<file path="src/rtl/regfile_dump_pkg.sv">
// Shared types and constants for the register-file dump engine.
// Holds the FSM state encoding and register-file geometry.
package regfile_dump_pkg;

  localparam int unsigned REG_COUNT = 32;
  localparam int unsigned IDX_W     = 5;

  typedef enum logic [1:0] {
    StIdle,
    StRead,
    StSend,
    StDone
  } state_e;

endpackage

</file>
<file path="src/rtl/regfile_dump_if.sv">
// Valid/ready output stream carrying one captured register per beat.
interface regfile_dump_if #(
  parameter int unsigned N = 64
) ();
  import regfile_dump_pkg::IDX_W;

  logic             dout_valid;
  logic             dout_ready;
  logic [N-1:0]     dout_data;
  logic [IDX_W-1:0] dout_idx;
  logic             dout_last;

  modport master (
    output dout_valid,
    output dout_data,
    output dout_idx,
    output dout_last,
    input  dout_ready
  );

  modport slave (
    input  dout_valid,
    input  dout_data,
    input  dout_idx,
    input  dout_last,
    output dout_ready
  );

endinterface

</file>
<file path="src/rtl/regfile_dump.sv">
// Walks a register range (wrapping at REG_COUNT), reading one register per beat and
// streaming its contents out over a valid/ready interface.
module regfile_dump
  import regfile_dump_pkg::state_e;
  import regfile_dump_pkg::StIdle;
  import regfile_dump_pkg::StRead;
  import regfile_dump_pkg::StSend;
  import regfile_dump_pkg::StDone;
  import regfile_dump_pkg::IDX_W;
#(
  parameter int unsigned N         = 64,
  parameter int unsigned REG_COUNT = regfile_dump_pkg::REG_COUNT
) (
  input  logic                    clk,
  input  logic                    reset_n,
  input  logic                    start,
  input  logic [IDX_W-1:0]        first_idx,
  input  logic [IDX_W-1:0]        last_idx,
  output logic [IDX_W-1:0]        ra,
  input  logic [N-1:0]            rd,
  output logic                    busy,
  output logic                    done,
  regfile_dump_if.master          dout
);

  state_e           state_q;
  logic [IDX_W-1:0] idx_q;
  logic [IDX_W-1:0] last_q;
  logic [N-1:0]     data_q;
  logic [IDX_W-1:0] didx_q;
  logic             dlast_q;
  logic [IDX_W-1:0] idx_next;

  assign idx_next = (idx_q == IDX_W'(REG_COUNT - 1)) ? '0 : idx_q + 1'b1;

  always_ff @(posedge clk or negedge reset_n) begin
    if (!reset_n) begin
      state_q <= StIdle;
      idx_q   <= '0;
      last_q  <= '0;
      data_q  <= '0;
      didx_q  <= '0;
      dlast_q <= 1'b0;
    end else begin
      unique case (state_q)
        StIdle: begin
          if (start) begin
            idx_q   <= first_idx;
            last_q  <= last_idx;
            state_q <= StRead;
          end
        end
        StRead: begin
          // rd is combinational on ra, so this samples the register as of this cycle
          data_q  <= rd;
          didx_q  <= idx_q;
          dlast_q <= (idx_q == last_q);
          state_q <= StSend;
        end
        StSend: begin
          if (dout.dout_ready) begin
            if (dlast_q) begin
              state_q <= StDone;
            end else begin
              idx_q   <= idx_next;
              state_q <= StRead;
            end
          end
        end
        StDone: begin
          state_q <= StIdle;
        end
        default: begin
          state_q <= StIdle;
        end
      endcase
    end
  end

  assign ra              = idx_q;
  assign busy            = (state_q != StIdle);
  assign done            = (state_q == StDone);
  assign dout.dout_valid = (state_q == StSend);
  assign dout.dout_data  = data_q;
  assign dout.dout_idx   = didx_q;
  assign dout.dout_last  = dlast_q;

endmodule

</file>
<file path="src/flat_wrapper.sv">
// flat-port wrapper written by rule: the top's interface ports become plain ports
module regfile_dump_flat import regfile_dump_pkg::state_e; import regfile_dump_pkg::StIdle; import regfile_dump_pkg::StRead; import regfile_dump_pkg::StSend; import regfile_dump_pkg::StDone; import regfile_dump_pkg::IDX_W;
#(
  parameter int unsigned N         = 64,
  parameter int unsigned REG_COUNT = regfile_dump_pkg::REG_COUNT
)
  (clk, reset_n, start, first_idx, last_idx, ra, rd, busy, done, dout_dout_valid, dout_dout_data, dout_dout_idx, dout_dout_last, dout_dout_ready);
  regfile_dump_if #(.N(N)) dout_i ();
  input  logic clk;
  input  logic reset_n;
  input  logic start;
  input  logic [IDX_W-1:0] first_idx;
  input  logic [IDX_W-1:0] last_idx;
  output logic [IDX_W-1:0] ra;
  input  logic [N-1:0] rd;
  output logic busy;
  output logic done;
  output wire logic [$bits(dout_i.dout_valid)-1:0] dout_dout_valid;
  output wire logic [$bits(dout_i.dout_data)-1:0] dout_dout_data;
  output wire logic [$bits(dout_i.dout_idx)-1:0] dout_dout_idx;
  output wire logic [$bits(dout_i.dout_last)-1:0] dout_dout_last;
  input wire logic [$bits(dout_i.dout_ready)-1:0] dout_dout_ready;
  assign dout_dout_valid = dout_i.dout_valid;
  assign dout_dout_data = dout_i.dout_data;
  assign dout_dout_idx = dout_i.dout_idx;
  assign dout_dout_last = dout_i.dout_last;
  assign dout_i.dout_ready = dout_dout_ready;
  regfile_dump #(.N(N), .REG_COUNT(REG_COUNT)) u_core (.clk(clk), .reset_n(reset_n), .start(start), .first_idx(first_idx), .last_idx(last_idx), .ra(ra), .rd(rd), .busy(busy), .done(done), .dout(dout_i));
endmodule
</file>
<file path="config.mk">
export PLATFORM = sky130hd
export DESIGN_NAME = regfile_dump_flat
export DESIGN_NICKNAME = d
export VERILOG_FILES = /design/src/rtl/regfile_dump_pkg.sv /design/src/rtl/regfile_dump_if.sv /design/src/rtl/regfile_dump.sv /design/src/flat_wrapper.sv
export SDC_FILE = /design/constraint.sdc
export NUM_CORES = 1
export LEC_CHECK = 0
export ABC_AREA = 1
export CAP_MARGIN = 0
export CORE_MARGIN = 2
export CORE_UTILIZATION = 41
export DETAILED_ROUTE_END_ITERATION = 10
export PLACE_DENSITY_LB_ADDON = 0.1
export SYNTH_ARGS = -nofsm -noshare
export SYNTH_HDL_FRONTEND = slang
export SYNTH_SLANG_ARGS = --single-unit
</file>
<file path="constraint.sdc">
create_clock -name clk -period 1.45 [get_ports clk]
set_input_delay 0.29 -clock clk [delete_from_list [all_inputs] [get_ports clk]]
set_output_delay 0.29 -clock clk [all_outputs]
set_load 0.01 [all_outputs]
</file>
==> Word-level counts from Yosys, hierarchy flattened <==
Index checks and enable logic that the tools add are counted.
{ "word_totals": {"register_bits": 82, "inputBits": 78, "wordCells": 30} }
{ "classes": {"addsub": 1, "eq_ne": 8, "muxes": 9, "reduce_logical": 6} }
{ "op_table": {"columns": ["op", "n"], "rows": [
  ["$mux W5", 4],
  ["$pmux W5 S2", 1],
  ["$pmux W2 S4", 1],
  ["$mux W2", 3],
  ["$add A5 B1 Y5 const B", 1],
  ["$eq A5 B5 Y1", 1],
  ["$eq A5 B5 Y1 const B", 1],
  ["$eq A2 B2 Y1 const B", 2],
  ["$ne A2 B2 Y1 const B", 2],
  ["$reduce_and A2 Y1", 2],
  ["$reduce_and A4 Y1", 1],
  ["$reduce_bool A2 Y1", 2],
  ["$eq A2 B1 Y1 const B", 1],
  ["$logic_not A2 Y1", 1],
  ["$ne A2 B1 Y1 const B", 1]
]} }

==> Depth between registers and ports, before layout <==
Gate-level depths: netlist (run 1).
{ "depth": {"ltp_word": 5, "mapped_depth": 9, "depth_no_buf": 9} }

==> Least setup slack after synthesis (run 1) <==
No wires, ideal clock.
{ "synth_timing": {"kind": "reg-to-reg", "from": "register u_core.idx_q[0] (netlist: u_core.ra[0])", "to": "register u_core.idx_q[2] (netlist: u_core.ra[2])", "setup_ns": 0.065, "arrival_ns": 1.319, "path_slack_ns": 0.066, "path_stages_with_launch": 10, "period_less_slack_ns": 1.384, "cell_sequence": "dfrtp_1 ha_1 nand2_1 nor2_1 ha_1 inv_1 nand2_1 o21ai_0 nand2_1 nand2_1"} }
{ "synth_between": {"elab_chain_cells": 5} }
{ "synth_lines": {"columns": ["element", "line", "rtl"], "rows": [
  ["start, declared", "regfile_dump.sv:27", "logic [IDX_W-1:0] idx_q;"],
  ["start signal, assigned", "regfile_dump.sv:48", "idx_q <= first_idx;"],
  ["start signal, assigned", "regfile_dump.sv:65", "idx_q <= idx_next;"],
  ["$add A5 B1 Y5 or $eq A5 B5 Y1 (tied branches)", "regfile_dump.sv:34", "assign idx_next = (idx_q == IDX_W'(REG_COUNT - 1)) ? '0 : idx_q + 1'b1;"],
  ["$mux W5 (*)", "regfile_dump.sv:34", null],
  ["$mux W5 (*)", "regfile_dump.sv:62", "if (dlast_q) begin"],
  ["$mux W5 (*)", "regfile_dump.sv:61", "if (dout.dout_ready) begin"],
  ["$pmux W5 S2 (*)", "regfile_dump.sv:45", "unique case (state_q)"]
]} }
Every way passes the cells marked *; elsewhere a longest branch is shown, timed or not. The select of a mux whose other input is x is not followed.
A chain may end at the register's enable or synchronous reset.

==> Final worst setup path (run 1) <==
{ "layout_timing": {"from": "register u_core.idx_q[0] (netlist: u_core.ra[0])", "to": "register u_core.idx_q[4] (netlist: u_core.ra[4])"} }
The elaborated chain is that of the path after synthesis.

==> results of run 1 <==
[cells in the final DEF (no fill, tap or decap)]
master / Yosys / routed
dlygate4sd3_1: 0 / 1
nand2_1: 239 / 237
ha_4: 0 / 1
bufinv_16: 0 / 2
inv_1: 12 / 11
ha_2: 0 / 1
inv_4: 0 / 2
clkinv_4: 0 / 2
buf_12: 0 / 4
o211ai_1: 1 / 1
o21ai_0: 9 / 7
nor3_1: 1 / 1
a21oi_1: 4 / 4
dlygate4sd2_1: 0 / 74
xnor2_1: 1 / 1
nand4_1: 1 / 1
dfrtp_2: 0 / 2
o21ai_1: 0 / 2
clkbuf_8: 0 / 9
nor2_1: 11 / 10
clkbuf_16: 0 / 2
dfrtp_1: 82 / 80
nor2_4: 2 / 3
nand2_2: 3 / 3
nand2_4: 1 / 3
inv_2: 4 / 2
nand3_1: 4 / 4
nor2_2: 1 / 1
buf_6: 1 / 10
buf_8: 0 / 1
clkinvlp_4: 0 / 1
clkinv_2: 0 / 1
buf_4: 6 / 16
clkdlybuf4s50_1: 0 / 76
clkbuf_2: 0 / 1
[where the power goes]
group	switching, mW	internal (mW)	leakage [nW]
sequential	0.582	3.41	1.00
combinational	3.09	2.69	1.81
clock	0.808	0.951	0.101
total	4.48	7.05	2.91
[cells by family (layout without fill, tap and decap cells)]
logic type	after synthesis	after routing	synth area share (%)
AOI/OAI and AO/OA	14	14	2.17
xor gates and xnor gates	1	1	0.262
adders and majority gates	2	2	0.748
buffers and inverters	31	215	4.68
DFF	82	82	61.4
and+or+nand+nor	263	263	30.8
[worst min-delay path by stage]
stage / slack, ps / to
2_1_floorplan: -6 / u_core.dout.dout_data[0]
3_3_place_gp: 260 / u_core.dout.dout_data[57]
3_5_place_dp: 250 / u_core.dout.dout_data[52]
4_1_cts: 420 / u_core.dout.dout_data[52]
5_1_grt: 450 / u_core.dout.dout_data[52]
6_report: 420 / u_core.dout.dout_data[52]
[worst max-delay path: cells and delay by family (launching register included)]
kind,cells,cell delay [ps]
buffers and inverters,1,130
and+or+nand+nor,6,380
adders and majority gates,2,420
DFF,1,380
[per-layer routing]
layer	up-vias	GRT usage, %
met1	1422	27.0
met2	101	33.0
li1	1542	-
met3	9	6.66
met4	0	6.52
met5	-	0
[synthesized netlist by cell type]
cell type	number
nor2_1	11
o211ai_1	1
a21oi_1	4
buf_4	6
xnor2_1	1
inv_2	4
buf_2	8
nor2_4	2
nand4_1	1
nand3_1	4
buf_6	1
nand2_1	239
inv_1	12
ha_1	2
dfrtp_1	82
nand2_2	3
nor3_1	1
nor2_2	1
nand2_4	1
o21ai_0	9
[through the flow]
step | util, % | worst slack [ps] | total power, mW
finish | 69.6 | 18.3 | 11.5
global route | 69.6 | -56.7 | 12.4
CTS | 67.4 | -19.5 | 11.1
detailed placement | 65.0 | 51.0 | 9.87
global placement | 65.0 | 75.7 | 9.73
floorplan | - | 65.6 | 6.74
[sequential cells by signal, summed over array words and instances, names as in the netlist]
register               flops
u_core.ra                  5
u_core.last_q              5
u_core.state_q             2
u_core.dout.dout_last      1
u_core.dout.dout_data     64
u_core.dout.dout_idx       5
[timing repair]
action | in CTS | in global routing
hold buffers | 1 | 0
gates cloned | 0 | 3
endpoints found under the setup margin | 78 | 69
buffers inserted | 8 | 4
pin swaps | 0 | 9
resized for setup | 93 | 27
endpoints found under the hold margin | 29 | 0
[final cells by class]
class / instances / area, µm² / area share, %
sequential: 82 / 2050 / 37.8
timing repair buffer: 185 / 1800 / 33.2
multi-input combinational: 280 / 1170 / 21.6
tap: 102 / 128 / 2.35
clock buffer: 9 / 124 / 2.28
clock inverter: 5 / 81.3 / 1.50
inverter: 16 / 70.1 / 1.29
==> reports/results.ini, run 1 <==
[status]
status=finished, final reports clean

[place]
numPortBuffers=155
placed_cells=650
finalWeightedCongestion=0.859
placed_area_um2=5070
hpwl_um=6320

[critical_path]
required_ps=1690
crit_top_cell=nand2_1
reg2reg_to=u_core.ra[4]
end_kind=flop
r2r_slack_ps=20
r2r_cells=9
crit_path_cell_trace=buf_6, ha_4, nand2_1, nor2_1, ha_2, nand2_1, nand2_1, nand2_1, nand2_1
max_stage_delay_ps=380
critPathLaunchType=flop
startpoint=u_core.ra[0]
slowest_stage=dfrtp_1
worst_ep_arrival_time_ps=1670
reg2reg_from=u_core.ra[0]
endpoint=u_core.ra[4]
critPathMaxFanout=4
critPathKind=flop to flop

[clocking]
cts_tree=done
cts.clk_slew.worst_paths_ps=80
clockBufferDepth=2
insertion_delay_ps=340
htree_levels=3
cts.sinks=82
cts_root_buf=clkbuf_8
cts_buffers=9

[logic_synthesis]
synth-seq-cells=82
syn_area_um2=3340
synth_fp_nets=473
syn_inst=393
synth_area_per_cell_um2=8.51
synth_area_leaders=dfrtp_1 (61%), nand2_1 (27%), o21ai_0 (1.3%), buf_4 (1.3%), inv_1 (1.3%)
yosysSeqAreaShare_pct=61.4
yosysWarnings=0
netlist.area_leader.share_pct=61.4
ys_types=20
synth_area_leader_cell=dfrtp_1

[sta]
fmax_ghz=0.698
rsz0062_at_grt=yes
holdWs_ps=422
hold_viol=0
setup_tns_ps=0
period_needed_ps=1430
maxSlewViolCount=0
finalSetupViolCount=0
slew_headroom_pct=71.8
tightest_slew_ps=424
skew_ps=4.12
finalCritPeriodShare_pct=98.7

[floorplanning]
rows=32
dieArea_um2=8890
die_height_um=94.3
io_pins=156
core_um2=7810
fp.dieW_um=94.3
start_util_pct=42.8

[detailed_routing]
final_antenna_net_count=0
avgViaCountPerCell=4.53
wl_per_cell_um=13.9
drt_pass1_iterations=4
met3_length_um=781
drc=0
drt_wl_total_um=9430
drt_iter0_drc=107
dr_wl_met2_um=4430
maxUsedRoutingLayer=met4
vias=3074
wl_met1_um=4120

[layout]
area_growth_pct=62.5
drive_above_1_share_pct=11.6
fillCellCount=690
final_design_area_no_fill_um2=5430
fin_nets=654
antenna_cells=0
instances_no_fill=679

[min_path]
hold_class=input pin to asynchronous set/reset pin

[global_routing]
grt-ovfl-total=0
grt_pass1_wl_um=14400
grt_max_degree=39
grtUsageTotal_pct=20.7
grt_pass1_vias=3005
antenna_found_initial=0

[power]
p_leak_nw=2.91
powerDensity_nw_per_um2=2120
vdd_drop_max_v=0.00125

[flow_run]
drv_cap=0

No activity file was read; power rests on OpenSTA's default activity.
==> inputs of run 2 (changes only) <==
CAP_MARGIN = 10   (was 0)
PLACE_DENSITY = 0.8   (was default)
PLACE_DENSITY_LB_ADDON = default   (was 0.1)
SETUP_SLACK_MARGIN = 0.02   (was default)
==> run 2 against run 1 <==
Against the previous run: sequential power hardly changed; cell count grew 0.88%; first-iteration DRC count increased by 34%; fmax increased by 0.27%; final area increased by 0.48%; total power is essentially flat; non-clock buffer count is 4 higher; sequential cell count did not move; register-to-register slack about the same; critical path type is now flop to output port; critical endpoint is now busy; largest cell class unchanged; highest routed layer unchanged.
==> reports/results.ini, run 2 (synthesis results as in run 1) <==
[sta]
maxSlewViolCount=0  ; unchanged
skew_ps=5.24  ; +1.12 ps
period_needed_ps=1430  ; -3.81 ps
finalSetupViolCount=0  ; unchanged
slew_headroom_pct=76.0  ; +4.3 points
tightest_slew_ps=360  ; -64.1 ps
rsz0062_at_grt=yes
fmax_ghz=0.700  ; +0.27%
hold_viol=0  ; unchanged
finalCritPeriodShare_pct=98.5  ; -0.26 points
setup_tns_ps=0  ; unchanged

[critical_path]
worst_ep_arrival_time_ps=1140  ; -530 ps
crit_path_cell_trace=buf_6, nor2_4, inv_1, buf_2
critPathLaunchType=flop
slowest_stage=dfrtp_2
critPathMaxFanout=3  ; -1
end_kind=output port
critPathKind=flop to output port
max_stage_delay_ps=430  ; +50 ps
required_ps=1160  ; -530 ps

[detailed_routing]
drc=0  ; unchanged
vias=3221  ; +4.8%
drt_pass1_iterations=4  ; unchanged
final_antenna_net_count=0  ; unchanged
drt_iter0_drc=143  ; +34%
avgViaCountPerCell=4.70  ; +3.9%
drt_wl_total_um=9890  ; +4.8%
wl_per_cell_um=14.4  ; +3.9%

[power]
vdd_drop_max_v=0.00114  ; -8.9%
powerDensity_nw_per_um2=2110  ; -0.46%
p_leak_nw=2.94  ; +0.83%

[clocking]
insertion_delay_ps=340  ; about the same
cts_root_buf=clkbuf_8
clockBufferDepth=2  ; unchanged
cts.clk_slew.worst_paths_ps=80  ; about the same
cts_buffers=9  ; unchanged
cts.sinks=82  ; unchanged
cts_tree=done
htree_levels=3  ; unchanged

[status]
status=finished, final reports clean

[floorplanning]
dieArea_um2=8890  ; unchanged
core_um2=7810  ; unchanged
die_height_um=94.3  ; unchanged
fp.dieW_um=94.3  ; unchanged
start_util_pct=42.8  ; unchanged
io_pins=156  ; unchanged
rows=32  ; unchanged

[place]
numPortBuffers=155  ; unchanged
finalWeightedCongestion=0.886  ; +3.2%
placed_area_um2=5090  ; +0.25%
hpwl_um=6490  ; +2.8%

[layout]
final_common_cell=nand2_1
area_growth_pct=63.2
drive_above_1_share_pct=13.0  ; +1.4 points
antenna_cells=0  ; unchanged
final_design_area_no_fill_um2=5460  ; +0.48%
mostFrequentLayoutCells=nand2_1 (237), dfrtp_1 (79), clkdlybuf4s50_1 (76)
utilization_pct=69.9  ; +0.34 points
largest_register_ffs=64  ; unchanged
fin_nets=658  ; +0.61%

[global_routing]
antenna_found_initial=0  ; unchanged
grt_pass1_wl_um=14600  ; +1.8%
grt_pass1_vias=3246  ; +8.0%
grt-ovfl-total=0  ; unchanged
grtUsageTotal_pct=20.9  ; +0.23 points
grt_max_degree=42  ; +7.7%

[min_path]
hold_class=input pin to asynchronous set/reset pin

[flow_run]
drv_cap=0  ; unchanged

==> run 2: cell types whose count changed in the layout (fill, tap and decap cells not counted), sizes merged <==
| cell | delta |
|---|---|
| buf | +1 |
| bufinv | -1 |
| clkbuf | +5 |
| clkinv | +1 |
| clkinvlp | -1 |
| inv | +1 |
==> run 2: stage by stage <==
step           instances  power (mW)  hold WS [ps]  worst slack (ps)
2_1_floorplan        393        6.74         -5.59              65.6
3_3_place_gp         650        9.73           229              30.5
3_5_place_dp         650        9.91           232             -5.12
4_1_cts              673        11.0           406              1.93
5_1_grt              685        12.5           423             -64.7
6_report             685        11.5           396              22.1
==> run 2: worst max-delay path, delay by kind of cell, from the launching register on <==
family / cells / cell delay [ps]
buffers and inverters: 3 / 300
DFF: 1 / 430
and+or+nand+nor: 1 / 70
==> run 2: where the power goes <==
part / leakage (nW) / total [mW] / internal [mW] / switching (mW)
clock: 0.103 / 1.63 / 0.838 / 0.793
sequential: 1.00 / 4.00 / 3.41 / 0.584
combinational: 1.83 / 5.91 / 2.74 / 3.17
==> run 2: repair_timing <==
item / 4_1_cts / 5_1_grt
cloned: 0 / 4
hold buffers: 1 / 0
hold endpoints to repair: 24 / 0
pin swaps: 0 / 10
endpoints found under the setup margin: 78 / 29
buffers inserted: 6 / 8
resized for setup: 91 / 22
==> run 2: metal layers <==
layer  wire [µm]  share of wire (%)  vias up  global-route usage, %
met5           0                  0        -                      0
met4         186                1.9        0                   9.06
met3         681                6.9       17                   4.82
met2        4980                 50      126                   35.7
met1        4040                 41     1519                   25.5
li1            -                  -     1559                      -
==> run 2: cell type report <==
class / count / area, µm²
Fill cell: 630 / 2350
Sequential cell: 82 / 2060
Timing Repair Buffer: 189 / 1830
Multi-Input combinational cell: 280 / 1180
Clock buffer: 11 / 141
Tap cell: 102 / 128
Inverter: 16 / 65.1
Clock inverter: 5 / 53.8
==> run 2: path summary, 6_finish.rpt <==
| path | start | end | slack, ps | cells after the start |
|---|---|---|---|---|
| max | u_core.state_q[0] | busy | 20 | 4 |
| min in group clk | u_core.dout.dout_data[21] | u_core.dout.dout_data[21] | 470 | 2 |
| max in group asynchronous | reset_n | u_core.ra[0] | 500 | 3 |
| min | reset_n | u_core.dout.dout_data[54] | 400 | 2 |
| max reg2reg | u_core.state_q[0] | u_core.dout.dout_last | 30 | 9 |
| min reg2reg | u_core.dout.dout_data[21] | u_core.dout.dout_data[21] | 470 | 2 |
==> inputs of run 3 (changes only) <==
CORE_UTILIZATION = 50   (was 41)
DONT_BUFFER_PORTS = 1   (was default)
PLACE_DENSITY = 0.65   (was 0.8)
==> run 3 against run 2 <==
Against the previous run: worst hold slack got worse by 770 ps; non-clock buffer count down 177; die area decreased by 17%; largest power group is now sequential cells; combinational power fell by 51%; sequential share of layout area rose by 18 points; critical endpoint is now dout_dout_valid; critical path type unchanged; final area down 33%; the flow now finishes with violations (design-rule violations, negative hold slack); critical path depth decreased by 2; register-to-register slack improved by 100 ps; via count fell by 23%.
==> reports/results.ini, run 3 (synthesis results as in run 1) <==
[critical_path]
critPathKind=flop to output port
endpoint=dout_dout_valid
r2r_slack_ps=130  ; +100 ps
critPathMaxFanout=4  ; +1
required_ps=1160  ; about the same
reg2reg_from=u_core.state_q[1]
startpoint=u_core.state_q[0]
critPathLaunchType=flop
r2r_cells=7  ; -2
end_kind=output port
worst_ep_arrival_time_ps=1090  ; -50 ps
reg2reg_to=u_core.dout.dout_last

[clocking]
cts.clk_slew.worst_paths_ps=90  ; about the same
insertion_delay_ps=350  ; about the same
clockBufferDepth=2  ; unchanged
htree_levels=3  ; unchanged
cts_tree=done
cts.sinks=82  ; unchanged
cts_buffers=9  ; unchanged
cts_root_buf=clkbuf_8

[global_routing]
grt_pass1_wl_um=11700  ; -20%
grtUsageTotal_pct=20.4  ; -0.53 points
grt_max_degree=83  ; +98%
grt-ovfl-total=0  ; unchanged
antenna_found_initial=0  ; unchanged
grt_pass1_vias=2395  ; -26%

[floorplanning]
start_util_pct=52.1  ; +9.2 points
rows=29  ; -9.4%
dieArea_um2=7360  ; -17%
core_um2=6420  ; -18%
die_height_um=85.8  ; -9.0%
io_pins=156  ; unchanged
fp.dieW_um=85.8  ; -9.0%

[sta]
tightest_slew_ps=284  ; -75.3 ps
hold_viol=82  ; +82
finalSetupViolCount=0  ; unchanged
fmax_ghz=0.726  ; +3.6%
finalCritPeriodShare_pct=95.0  ; -3.5 points
slew_headroom_pct=81.0  ; +5.0 points
rsz0062_at_grt=yes
maxSlewViolCount=0  ; unchanged
period_needed_ps=1380  ; -50.2 ps
holdWs_ps=-378  ; -774 ps
setup_tns_ps=0  ; unchanged
skew_ps=11.6  ; +6.38 ps

[flow_run]
drv_cap=0  ; unchanged

[detailed_routing]
drt_pass1_iterations=7  ; +3
drc=12  ; +12
drt_iter0_drc=227  ; +59%
vias=2470  ; -23%
avgViaCountPerCell=5.11  ; +8.8%
final_antenna_net_count=0  ; unchanged
wl_per_cell_um=15.0  ; +3.8%
drt_wl_total_um=7230  ; -27%

[place]
finalWeightedCongestion=0.780  ; -12%
numPortBuffers=0  ; -100%
hpwl_um=4980  ; -23%
placed_area_um2=3460  ; -32%

[power]
vdd_drop_max_v=0.00113  ; -0.76%
p_leak_nw=2.00  ; -32%
powerDensity_nw_per_um2=2490  ; +18%

[layout]
multi_input_area_um2=1140  ; -3.6%
final_common_cell=nand2_1
fin_nets=481  ; -27%
area_growth_pct=9.54
mostFrequentLayoutCells=nand2_1 (239), dfrtp_1 (81), inv_1 (12)
fillCellCount=595  ; -5.6%
antenna_cells=0  ; unchanged
regArea_um2=2050  ; -0.12%
drive_above_1_share_pct=9.61  ; -3.4 points
final_design_area_no_fill_um2=3660  ; -33%
largest_register_ffs=64  ; unchanged

[min_path]
hold_class=input pin to asynchronous set/reset pin

[status]
status=finished with violations
violations=design-rule violations, negative hold slack

## run 3: cell types whose count changed in the layout (fill, tap and decap cells not counted), sizes merged, moves of 2 or more
cell / change
clkinv: -2
clkinvlp: +3
clkbuf: -6
clkdlybuf4s50: -76
dlygate4sd2: -74
buf: -20
## run 3: cell type report
| cell class | instances | share of cell area (%) |
|---|---|---|
| Clock buffer | 11 | 3.86 |
| Clock inverter | 5 | 1.09 |
| Inverter | 16 | 1.64 |
| Multi-Input combinational cell | 280 | 31.1 |
| Sequential cell | 82 | 56.1 |
| Tap cell | 77 | 2.63 |
| Timing Repair Buffer | 12 | 3.59 |
## run 3: timing repair
item,4_1_cts,5_1_grt
hold endpoints to repair,82,82
setup endpoints to repair,2,8
pin swaps,1,0
gates resized for setup,1,4
setup buffers,2,0
## run 3: how the worst min path moves through the flow
stage	endpoint	slack, ps
after CTS	u_core.dout.dout_data[50]	-390
after global placement	u_core.dout.dout_data[12]	-4
final	u_core.dout.dout_data[13]	-380
after detailed placement	u_core.dout.dout_data[12]	-4
after global routing	u_core.dout.dout_data[12]	-400
after floorplan	u_core.dout.dout_data[0]	-6
## run 3: stage by stage
stage / total power, mW / utilization [%] / setup WS [ps] / hold WS (ps) / cells
floorplan: 6.74 / - / 65.6 / -5.59 / 393
global placement: 7.50 / 53.8 / 147 / -4.00 / 465
detailed placement: 7.63 / 53.8 / 110 / -4.04 / 465
CTS: 9.20 / 56.9 / 27.7 / -393 / 483
global route: 9.91 / 57.0 / 15.3 / -404 / 483
finish: 9.11 / 57.0 / 72.3 / -378 / 483
## run 3: worst max-delay path: stages (launching register included)
cell     delay (ps)
dfrtp_1         470
nor2_4          140
buf_4           130
## run 3: per-layer routing
metal	vias to the layer above	wire length (µm)	global-route usage, %
li1	1201	-	-
met1	1145	2910	25.2
met2	108	3430	31.8
met3	16	734	7.51
met4	0	154	9.96
met5	-	0	0
## run 3: power by group
group / switching, mW / internal (mW)
Sequential: 1.28 / 3.41
Combinational: 1.83 / 1.08
Clock: 0.824 / 0.675
